<file path="config.mk">
export PLATFORM = sky130hd
export DESIGN_NAME = prewish5k_blink_arbiter
export DESIGN_NICKNAME = d
export VERILOG_FILES = /design/src/rtl/prewish5k_pkg.sv /design/src/rtl/prewish5k_rr_pick.sv /design/src/rtl/prewish5k_blink_arbiter.sv
export SDC_FILE = /design/constraint.sdc
export NUM_CORES = 1
export LEC_CHECK = 0
export ABC_CLOCK_PERIOD_IN_PS = 8000
export CAP_MARGIN = 0
export CORE_MARGIN = 3
export CORE_UTILIZATION = 40
export DETAILED_ROUTE_END_ITERATION = 6
export SLEW_MARGIN = 10
export SYNTH_ARGS = -nofsm -noshare
export SYNTH_HDL_FRONTEND = slang
export SYNTH_HIERARCHICAL = 1
export SYNTH_SLANG_ARGS = --single-unit
</file>
<file path="constraint.sdc">
create_clock -name CLK_I -period 8 [get_ports CLK_I]
set_input_delay 1.6 -clock CLK_I [delete_from_list [all_inputs] [get_ports CLK_I]]
set_output_delay 1.6 -clock CLK_I [all_outputs]
set_load 0.1 [all_outputs]
</file>
<file path="src/rtl/prewish5k_pkg.sv">
// Shared constants and types for the blinky pattern arbiter.
// Imported by the round-robin picker and the arbiter top.
package prewish5k_pkg;

  localparam int NUM_REQ = 4;
  localparam int MASK_W  = 8;

  localparam logic [MASK_W-1:0] IDLE_MASK_DEF = 8'h00;

  typedef enum logic {
    ST_IDLE,
    ST_DWELL
  } state_t;

endpackage

</file>
<file path="src/rtl/prewish5k_rr_pick.sv">
// Combinational round-robin picker: first set request at or above ptr, modulo NUM_REQ.
// Kept standalone so the scan order can be exercised on its own.
module prewish5k_rr_pick
  import prewish5k_pkg::*;
(
  input  logic [NUM_REQ-1:0] req,
  input  logic [1:0]         ptr,
  output logic               valid,
  output logic [1:0]         win
);

  logic [1:0] idx;

  // Scan offsets from farthest to nearest so the nearest set request wins.
  always_comb begin
    valid = 1'b0;
    win   = ptr;
    idx   = ptr;
    for (int i = NUM_REQ - 1; i >= 0; i--) begin
      idx = ptr + 2'(i);
      if (req[idx]) begin
        valid = 1'b1;
        win   = idx;
      end
    end
  end

endmodule

</file>
<file path="src/rtl/prewish5k_blink_arbiter.sv">
// Round-robin sharing of one blinky pattern engine among four requesters,
// with a minimum dwell per granted pattern and an idle pattern when released.
module prewish5k_blink_arbiter
  import prewish5k_pkg::*;
#(
  parameter int                NUM_REQ_P    = prewish5k_pkg::NUM_REQ,
  parameter int                DWELL_CYCLES = 33554432,
  parameter logic [MASK_W-1:0] IDLE_MASK    = IDLE_MASK_DEF
) (
  input  logic                        CLK_I,
  input  logic                        RST_I,
  input  logic [NUM_REQ_P-1:0]        i_req,
  input  logic [NUM_REQ_P*MASK_W-1:0] i_masks,
  output logic                        o_stb,
  output logic [MASK_W-1:0]           o_dat,
  output logic [NUM_REQ_P-1:0]        o_ack,
  output logic [NUM_REQ_P-1:0]        o_grant,
  output logic                        o_busy
);

  localparam int CNT_W = $clog2(DWELL_CYCLES + 1);
  localparam logic [CNT_W-1:0] CNT_LOAD = CNT_W'(DWELL_CYCLES - 1);

  state_t                state, state_nxt;
  logic [CNT_W-1:0]      cnt, cnt_nxt;
  logic [1:0]            ptr, ptr_nxt;
  logic                  stb_nxt, busy_nxt;
  logic [MASK_W-1:0]     dat_nxt, mask_w;
  logic [NUM_REQ_P-1:0]  ack_nxt, grant_nxt, win_oh;
  logic                  pick_valid;
  logic [1:0]            pick_win;

  prewish5k_rr_pick u_pick (
    .req   (i_req),
    .ptr   (ptr),
    .valid (pick_valid),
    .win   (pick_win)
  );

  assign mask_w = i_masks[int'(pick_win)*MASK_W +: MASK_W];
  assign win_oh = NUM_REQ_P'(1) << pick_win;

  always_ff @(posedge CLK_I or posedge RST_I) begin
    if (RST_I) begin
      state   <= ST_IDLE;
      cnt     <= '0;
      ptr     <= '0;
      o_stb   <= 1'b0;
      o_dat   <= '0;
      o_ack   <= '0;
      o_grant <= '0;
      o_busy  <= 1'b0;
    end else begin
      state   <= state_nxt;
      cnt     <= cnt_nxt;
      ptr     <= ptr_nxt;
      o_stb   <= stb_nxt;
      o_dat   <= dat_nxt;
      o_ack   <= ack_nxt;
      o_grant <= grant_nxt;
      o_busy  <= busy_nxt;
    end
  end

  always_comb begin
    state_nxt = state;
    case (state)
      ST_IDLE:  if (pick_valid) state_nxt = ST_DWELL;
      ST_DWELL: if (cnt == '0)  state_nxt = ST_IDLE;
      default:  state_nxt = ST_IDLE;
    endcase
  end

  always_comb begin
    stb_nxt   = 1'b0;
    ack_nxt   = '0;
    dat_nxt   = o_dat;
    grant_nxt = o_grant;
    cnt_nxt   = cnt;
    ptr_nxt   = ptr;
    busy_nxt  = (state_nxt == ST_DWELL);
    case (state)
      ST_IDLE: begin
        if (pick_valid) begin
          ack_nxt   = win_oh;
          grant_nxt = win_oh;
          ptr_nxt   = pick_win + 2'd1;
          cnt_nxt   = CNT_LOAD;
          // Re-granting the same owner with an unchanged mask must not restart the blinky phase.
          if (!(o_grant == win_oh && mask_w == o_dat)) begin
            stb_nxt = 1'b1;
            dat_nxt = mask_w;
          end
        end else if (o_grant != '0) begin
          stb_nxt   = 1'b1;
          dat_nxt   = IDLE_MASK;
          grant_nxt = '0;
        end
      end
      ST_DWELL: begin
        if (cnt != '0) cnt_nxt = cnt - 1'b1;
      end
      default: ;
    endcase
  end

endmodule

</file>
==> results of run 1 <==
[metrics by stage]
step                      setup WS (ns)   util  hold slack [ns]  total power, µW  area [µm²]
after CTS                          3.19  0.521            0.488              592        3600
after detailed placement           2.87  0.505            0.470              415        3490
after global placement             2.98  0.505            0.471              411        3490
after floorplan                    3.90      -            0.440              374        2900
final                              3.19  0.521            0.484              585        3600
after global routing               2.92  0.521            0.513              619        3600
[registers in the layout, summed over array words and instances (netlist names)]
signal / flops
ptr: 2
cnt: 26
o_grant: 4
state: 1
o_stb: 1
o_dat: 8
o_ack: 4
[how the worst max path moves through the flow]
stage,end,slack (ns),depth (start not counted)
2_1_floorplan,o_dat[7],3.90,12
3_3_place_gp,o_dat[1],2.98,11
3_5_place_dp,o_dat[4],2.87,11
4_1_cts,o_dat[4],3.19,11
5_1_grt,o_dat[2],2.92,11
6_report,o_dat[7],3.19,11
[layer usage]
metal,routed length (µm),vias to the layer above
li1,-,1225
met1,3670,1270
met2,3320,63
met3,299,5
met4,48,0
met5,0,-
[synthesized netlist by cell type, drive strengths merged, types with 6 or more instances]
| cell | number | share of area |
|---|---|---|
| dfrtp | 46 | 0.40 |
| nor2 | 19 | 0.025 |
| o21ai | 18 | 0.031 |
| nand3 | 17 | 0.029 |
| nor3 | 17 | 0.031 |
| inv | 15 | 0.019 |
| nand2 | 14 | 0.018 |
| and3 | 13 | 0.028 |
| clkbuf | 13 | 0.020 |
| or4 | 11 | 0.028 |
| xnor2 | 11 | 0.036 |
| a22oi | 8 | 0.021 |
| a31oi | 8 | 0.017 |
| mux4 | 8 | 0.066 |
| mux2i | 6 | 0.021 |
[worst register-to-register path, delay by kind of cell, from the launching register on]
kind / cells / cell delay [ns]
fa+ha+maj: 1 / 0.23
flops: 1 / 0.39
simple gates: 7 / 2.48
xor+xnor: 1 / 0.14
buf+inv: 1 / 0.13
[cells by family (layout without fill, tap and decap cells)]
| logic type | count (synthesis) | after routing | synth area share |
|---|---|---|---|
| flip-flops | 46 | 46 | 0.397 |
| adder cells (fa/ha/maj) | 5 | 5 | 0.0216 |
| buffers and inverters | 31 | 78 | 0.0488 |
| XOR/XNOR | 14 | 14 | 0.0449 |
| multiplexers | 14 | 14 | 0.0868 |
| AO/OA/AOI/OAI | 63 | 63 | 0.149 |
| AND/OR/NAND/NOR | 127 | 127 | 0.252 |
[cell type report]
class | instances | area (µm²)
inverter | 15 | 56.3
clock inverter | 2 | 37.5
fill | 654 | 3310
timing repair buffer | 55 | 551
tap | 96 | 120
multi-input combinational | 223 | 1610
sequential | 46 | 1150
clock buffer | 6 | 72.6
[where the power goes]
group	internal, µW	total [µW]	switching, µW
clock network	93.3	176	82.5
registers	251	272	20.7
logic	66.1	138	71.7
==> run metrics, run 1 <==
outcome=completed; TritonCTS buffer count=5; vias in the first global route=between 2k and 2.5k; kind of critical path=in -> reg; Synthesized Nets=roughly 340; Worst R2R Path Depth=10; Final Cycle Share=0.602; Post-synth EDFFs=0; num rows=30; routability congestion estimate=around 0.79; initial antenna violation count=0; Routed WL=7.34 mm; commonest cells after routing, fill and taps aside=55 x clkdlybuf4s50_1, 46 x dfrtp_1, 19 x nor2_1, 18 x o21ai_0, 17 x nand3_1; Final setup viols=0; port buffer count=55; final hold vios=0; DR WL/cell=between 15 and 20 µm; fmax=between 200 and 250 MHz; setup bufs post-CTS=0; grt ovf=0; met1 Use GR=0.270; Syn Std Cell Area=roughly 0.0029 mm²; Avg Inst Size Synth=approximately 9.7 µm²; Die Area=around 0.0083 mm²; min Tclk post-route=roughly 4.8 ns; Hold WC Path Type=reg -> reg; CTS Buffer Depth=2; H-tree depth=2; CP Data Required Time=~8.2 ns; Worst R2R Start=ptr[0]; first-pass GRT wire length=between 10 and 15 mm; hold_buf cts=0; clk_skew=between 0.007 and 0.008 ns; Peak VDD IR=about 0.09 mV; share of cells above drive strength 1=0.0749; DP HPWL=a little over 5 mm; GR peak layer=met1; Gate Count Post-Synth=300; starting density of the core=0.420; Netlist cell types=55; M3 GR Usage=0.0340; CP bufs+invs=2; Via Count=roughly 2.6k; most common cell after layout, fill and taps aside=clkdlybuf4s50_1; Crit path max-delay family=simple AND/OR/NAND/NOR gates; capture point of the worst reg-to-reg path=o_dat[7]; Vias per Instance=a little under 6; Rel. slew slack=0.259; worst hold path depth=1; die width=91.1 µm; ys async rst share=1.00; CTS tree=yes; hold_sp=cnt[16]; met2 global-route usage=0.270; ant diodes=0; sequential-to-total area share from yosys stat=0.397; Worst Setup SP=i_req[3]; Power per Cell Area=approximately 160 mW/mm²; DP Cell Count=approximately 440; Max Cap Viol=0; area delta synth->final=24.1%; Setup crit end kind=flop; Total GRT Usage=0.180; Antenna Violating Nets Remaining=0; setup TNS=0 ns; CP Data Arrival Time=approximately 5 ns; Final Non-Filler Cells=443; predominant post-synthesis flop cell=dfrtp_1; leak pwr=between 0.001 and 0.0015 µW; clk sink count=46; Clock transition at path regs=0.09 ns; DR iter-0 viols=approximately 210; latest clock arrival within the worst-skew pair=approximately 0.30 ns; Worst-Margin Slew=~1.1 ns; RSZ-0062 raised after global routing=false; Yosys reg bits=46; # resized after CTS=0; YS warnings=6; crit start category=input port; pins over their slew limit=0; DR pass1 iterations=4; crit-path max FO=17; die height=a little over 90 µm; Reg2Reg Setup Slack=roughly 4.6 ns; largest net degree at the start of global routing=47; Core Area=approximately 0.0069 mm²; Worst Hold Path EP=cnt[16]; critical-path cell list=clkdlybuf4s50_1 -> and3b_1 -> or4_1 -> nand2_1 -> inv_1 -> ha_1 -> xor2_1 -> nor3_1 -> nand4_1 -> or4_1 -> nand3_1; cell mode on critical path=or4_1; # IOs=56; critical path's largest stage delay=between 0.6 and 0.7 ns; root buffer cell=clkbuf_8; CP max-delay cell=or4_1; Nets=389; DRC Markers=0
Power figures use the tool's default switching activity.
==> inputs of run 2 (changes only) <==
--- a/config.mk
+++ b/config.mk
@@ -5,7 +5,7 @@
 export SDC_FILE = /design/constraint.sdc
 export NUM_CORES = 1
 export LEC_CHECK = 0
-export ABC_CLOCK_PERIOD_IN_PS = 8000
+export ABC_CLOCK_PERIOD_IN_PS = 4700
 export CAP_MARGIN = 0
 export CORE_MARGIN = 3
 export CORE_UTILIZATION = 40
==> constraint.sdc (replaced) <==
create_clock -name CLK_I -period 4.7 [get_ports CLK_I]
set_input_delay 0.94 -clock CLK_I [delete_from_list [all_inputs] [get_ports CLK_I]]
set_output_delay 0.94 -clock CLK_I [all_outputs]
set_load 0.1 [all_outputs]
==> run metrics, run 2 (same netlist as run 1, synthesis figures left out) <==
Peak VDD IR=about 0.17 mV; grt ovf=0; num rows=30; crit start category=input port; vias in the first global route=about 2.5k; starting density of the core=0.420; Nets=393; leak pwr=0.00144 µW; largest reg by FF count=cnt; commonest cells after routing, fill and taps aside=55 x clkdlybuf4s50_1, 46 x dfrtp_1, 19 x nor2_1, 18 x o21ai_0, 17 x nand3_1; kind of critical path=in -> reg; Reg2Reg Setup Slack=1.42 ns; NetSw=298 µW; # IOs=between 50 and 60; hold_buf cts=0; power share of the clock group=0.274; port buffer count=55; Net Sw Frac=0.311; Via Count=between 2k and 3k; Core Area=a little under 0.007 mm²; CTS Buffer Depth=2; TritonCTS buffer count=5; Routed WL=7.40 mm; sequential power share=0.482; ant diodes=0; DR pass1 iterations=4; DR WL/cell=approximately 17 µm; critical path's largest stage delay=between 0.6 and 0.7 ns; H-tree depth=2; internal power=around 660 µW; Clock transition at path regs=around 0.09 ns; CTS tree=yes; largest net degree at the start of global routing=47; Antenna Violating Nets Remaining=0; Setup crit end kind=flop; clk sink count=46; setup bufs post-CTS=0; most common cell after layout, fill and taps aside=clkdlybuf4s50_1; largest registers=cnt: 26 flops, o_dat: 8 flops; die height=between 90 and 100 µm; Worst-Margin Slew=between 1 and 1.5 ns; Rel. slew slack=0.307; RSZ-0062 raised after global routing=false; share of cells above drive strength 1=0.0855; Power Total=957 µW; DP HPWL=around 5.4 mm; outcome=completed; capture point of the worst reg-to-reg path=o_dat[7]; die width=around 91 µm; latest clock arrival within the worst-skew pair=roughly 0.30 ns; initial antenna violation count=0; fill cell total of the finished layout=670; area delta synth->final=24.5%; setup TNS=0 ns; final hold vios=0; Final Cycle Share=0.862; CP Data Arrival Time=between 4 and 5 ns; # resized after CTS=0; critical-path cell list=clkdlybuf4s50_1 -> and2b_2 -> o21ai_0 -> o221a_2 -> mux4_2 -> xnor2_1 -> nand4_1 -> or4_1 -> nand3_1; Max Cap Viol=0; Comb power frac=0.244; Seq. cell area=between 0.001 and 0.0015 mm²; pins over their slew limit=0; Hold WC Path Type=reg -> reg; Largest register FFs=26; routability congestion estimate=0.788; Power per Cell Area=around 270 mW/mm²; CP Data Required Time=4.93 ns; first-pass GRT wire length=12.9 mm; CP max-delay cell=or4_1; root buffer cell=clkbuf_8; fmax=approximately 250 MHz; crit-path max FO=17; Final setup viols=0; Worst Setup SP=i_req[3]; Die Area=around 0.0083 mm²; clk_skew=about 0.0051 ns; critical path capture point=o_dat[7]; Worst R2R Path Depth=9; DR iter-0 viols=219; Total GRT Usage=0.188; DRC Markers=0; min Tclk post-route=roughly 4.1 ns; Vias per Instance=~5.7; Worst R2R Start=ptr[0]; multi-input combinational cell area=~0.0016 mm²
==> run 2: cell count changes in the layout (fill, tap and decap cells not counted) <==
cell | before | now
clkinv_2 | 0 | 1
clkbuf_8 | 5 | 6
nor2b_2 | 1 | 0
buf_4 | 0 | 4
bufinv_16 | 1 | 0
nor2b_1 | 1 | 2
clkbuf_1 | 1 | 0
==> run 2: metal layers <==
layer  global-route usage  share of wire  up-vias  wire length (µm)
li1                     -              -     1238                 -
met1                0.271           0.49     1257              3610
met2                0.298           0.46       67              3410
met3               0.0323          0.046        4               344
met4               0.0377         0.0054        0                40
met5                    0              0        -                 0
==> run 2: worst min path at each step <==
stage / startpoint / endpoint / slack, ns / cells after the start
floorplan: cnt[16] / cnt[16] / 0.44 / 1
global placement: cnt[16] / cnt[16] / 0.47 / 1
detailed placement: cnt[16] / cnt[16] / 0.47 / 1
CTS: cnt[16] / cnt[16] / 0.48 / 1
global route: cnt[16] / cnt[16] / 0.53 / 1
finish: cnt[16] / cnt[16] / 0.48 / 1
==> run 2: worst max-delay path: cells and delay by family <==
family / cells / cell delay, ns
xor gates and xnor gates: 1 / 0.17
AOI/OAI and AO/OA: 2 / 0.58
and+or+nand+nor: 4 / 1.45
muxes: 1 / 0.58
buffers and inverters: 1 / 0.55
==> run 2: final cells by class <==
class                      instances  area share
multi-input combinational        223       0.445
sequential                        46       0.319
clock buffer                       6      0.0229
timing repair buffer              59       0.161
inverter                          15      0.0156
clock inverter                     2     0.00347
tap                               96      0.0333
==> run 2: power groups by stage <==
stage | logic [µW] | clock network [µW] | registers [µW]
detailed placement | 235 | 0 | 469
global placement | 231 | 0 | 468
global route | 263 | 284 | 468
floorplan | 157 | 0 | 480
finish | 233 | 262 | 461
CTS | 236 | 269 | 462
==> run 2: metrics by stage <==
step                      std cells  area, µm²  setup WS (ns)   util  hold WS [ns]
after global placement          439       3510          0.502  0.509         0.467
after CTS                       447       3610          0.626  0.523         0.483
after detailed placement        439       3510          0.323  0.509         0.468
final                           447       3610          0.647  0.523         0.484
after floorplan                 300       2900           1.26      -         0.440
after global routing            447       3610          0.354  0.523         0.529
==> inputs of run 3 (changes only) <==
--- a/config.mk
+++ b/config.mk
@@ -10,6 +10,7 @@
 export CORE_MARGIN = 3
 export CORE_UTILIZATION = 40
 export DETAILED_ROUTE_END_ITERATION = 6
+export HOLD_SLACK_MARGIN = 0.08
 export SLEW_MARGIN = 10
 export SYNTH_ARGS = -nofsm -noshare
 export SYNTH_HDL_FRONTEND = slang
==> results of run 3 <==
No change in the layout: final DEF, timing and power equal those of run 2.
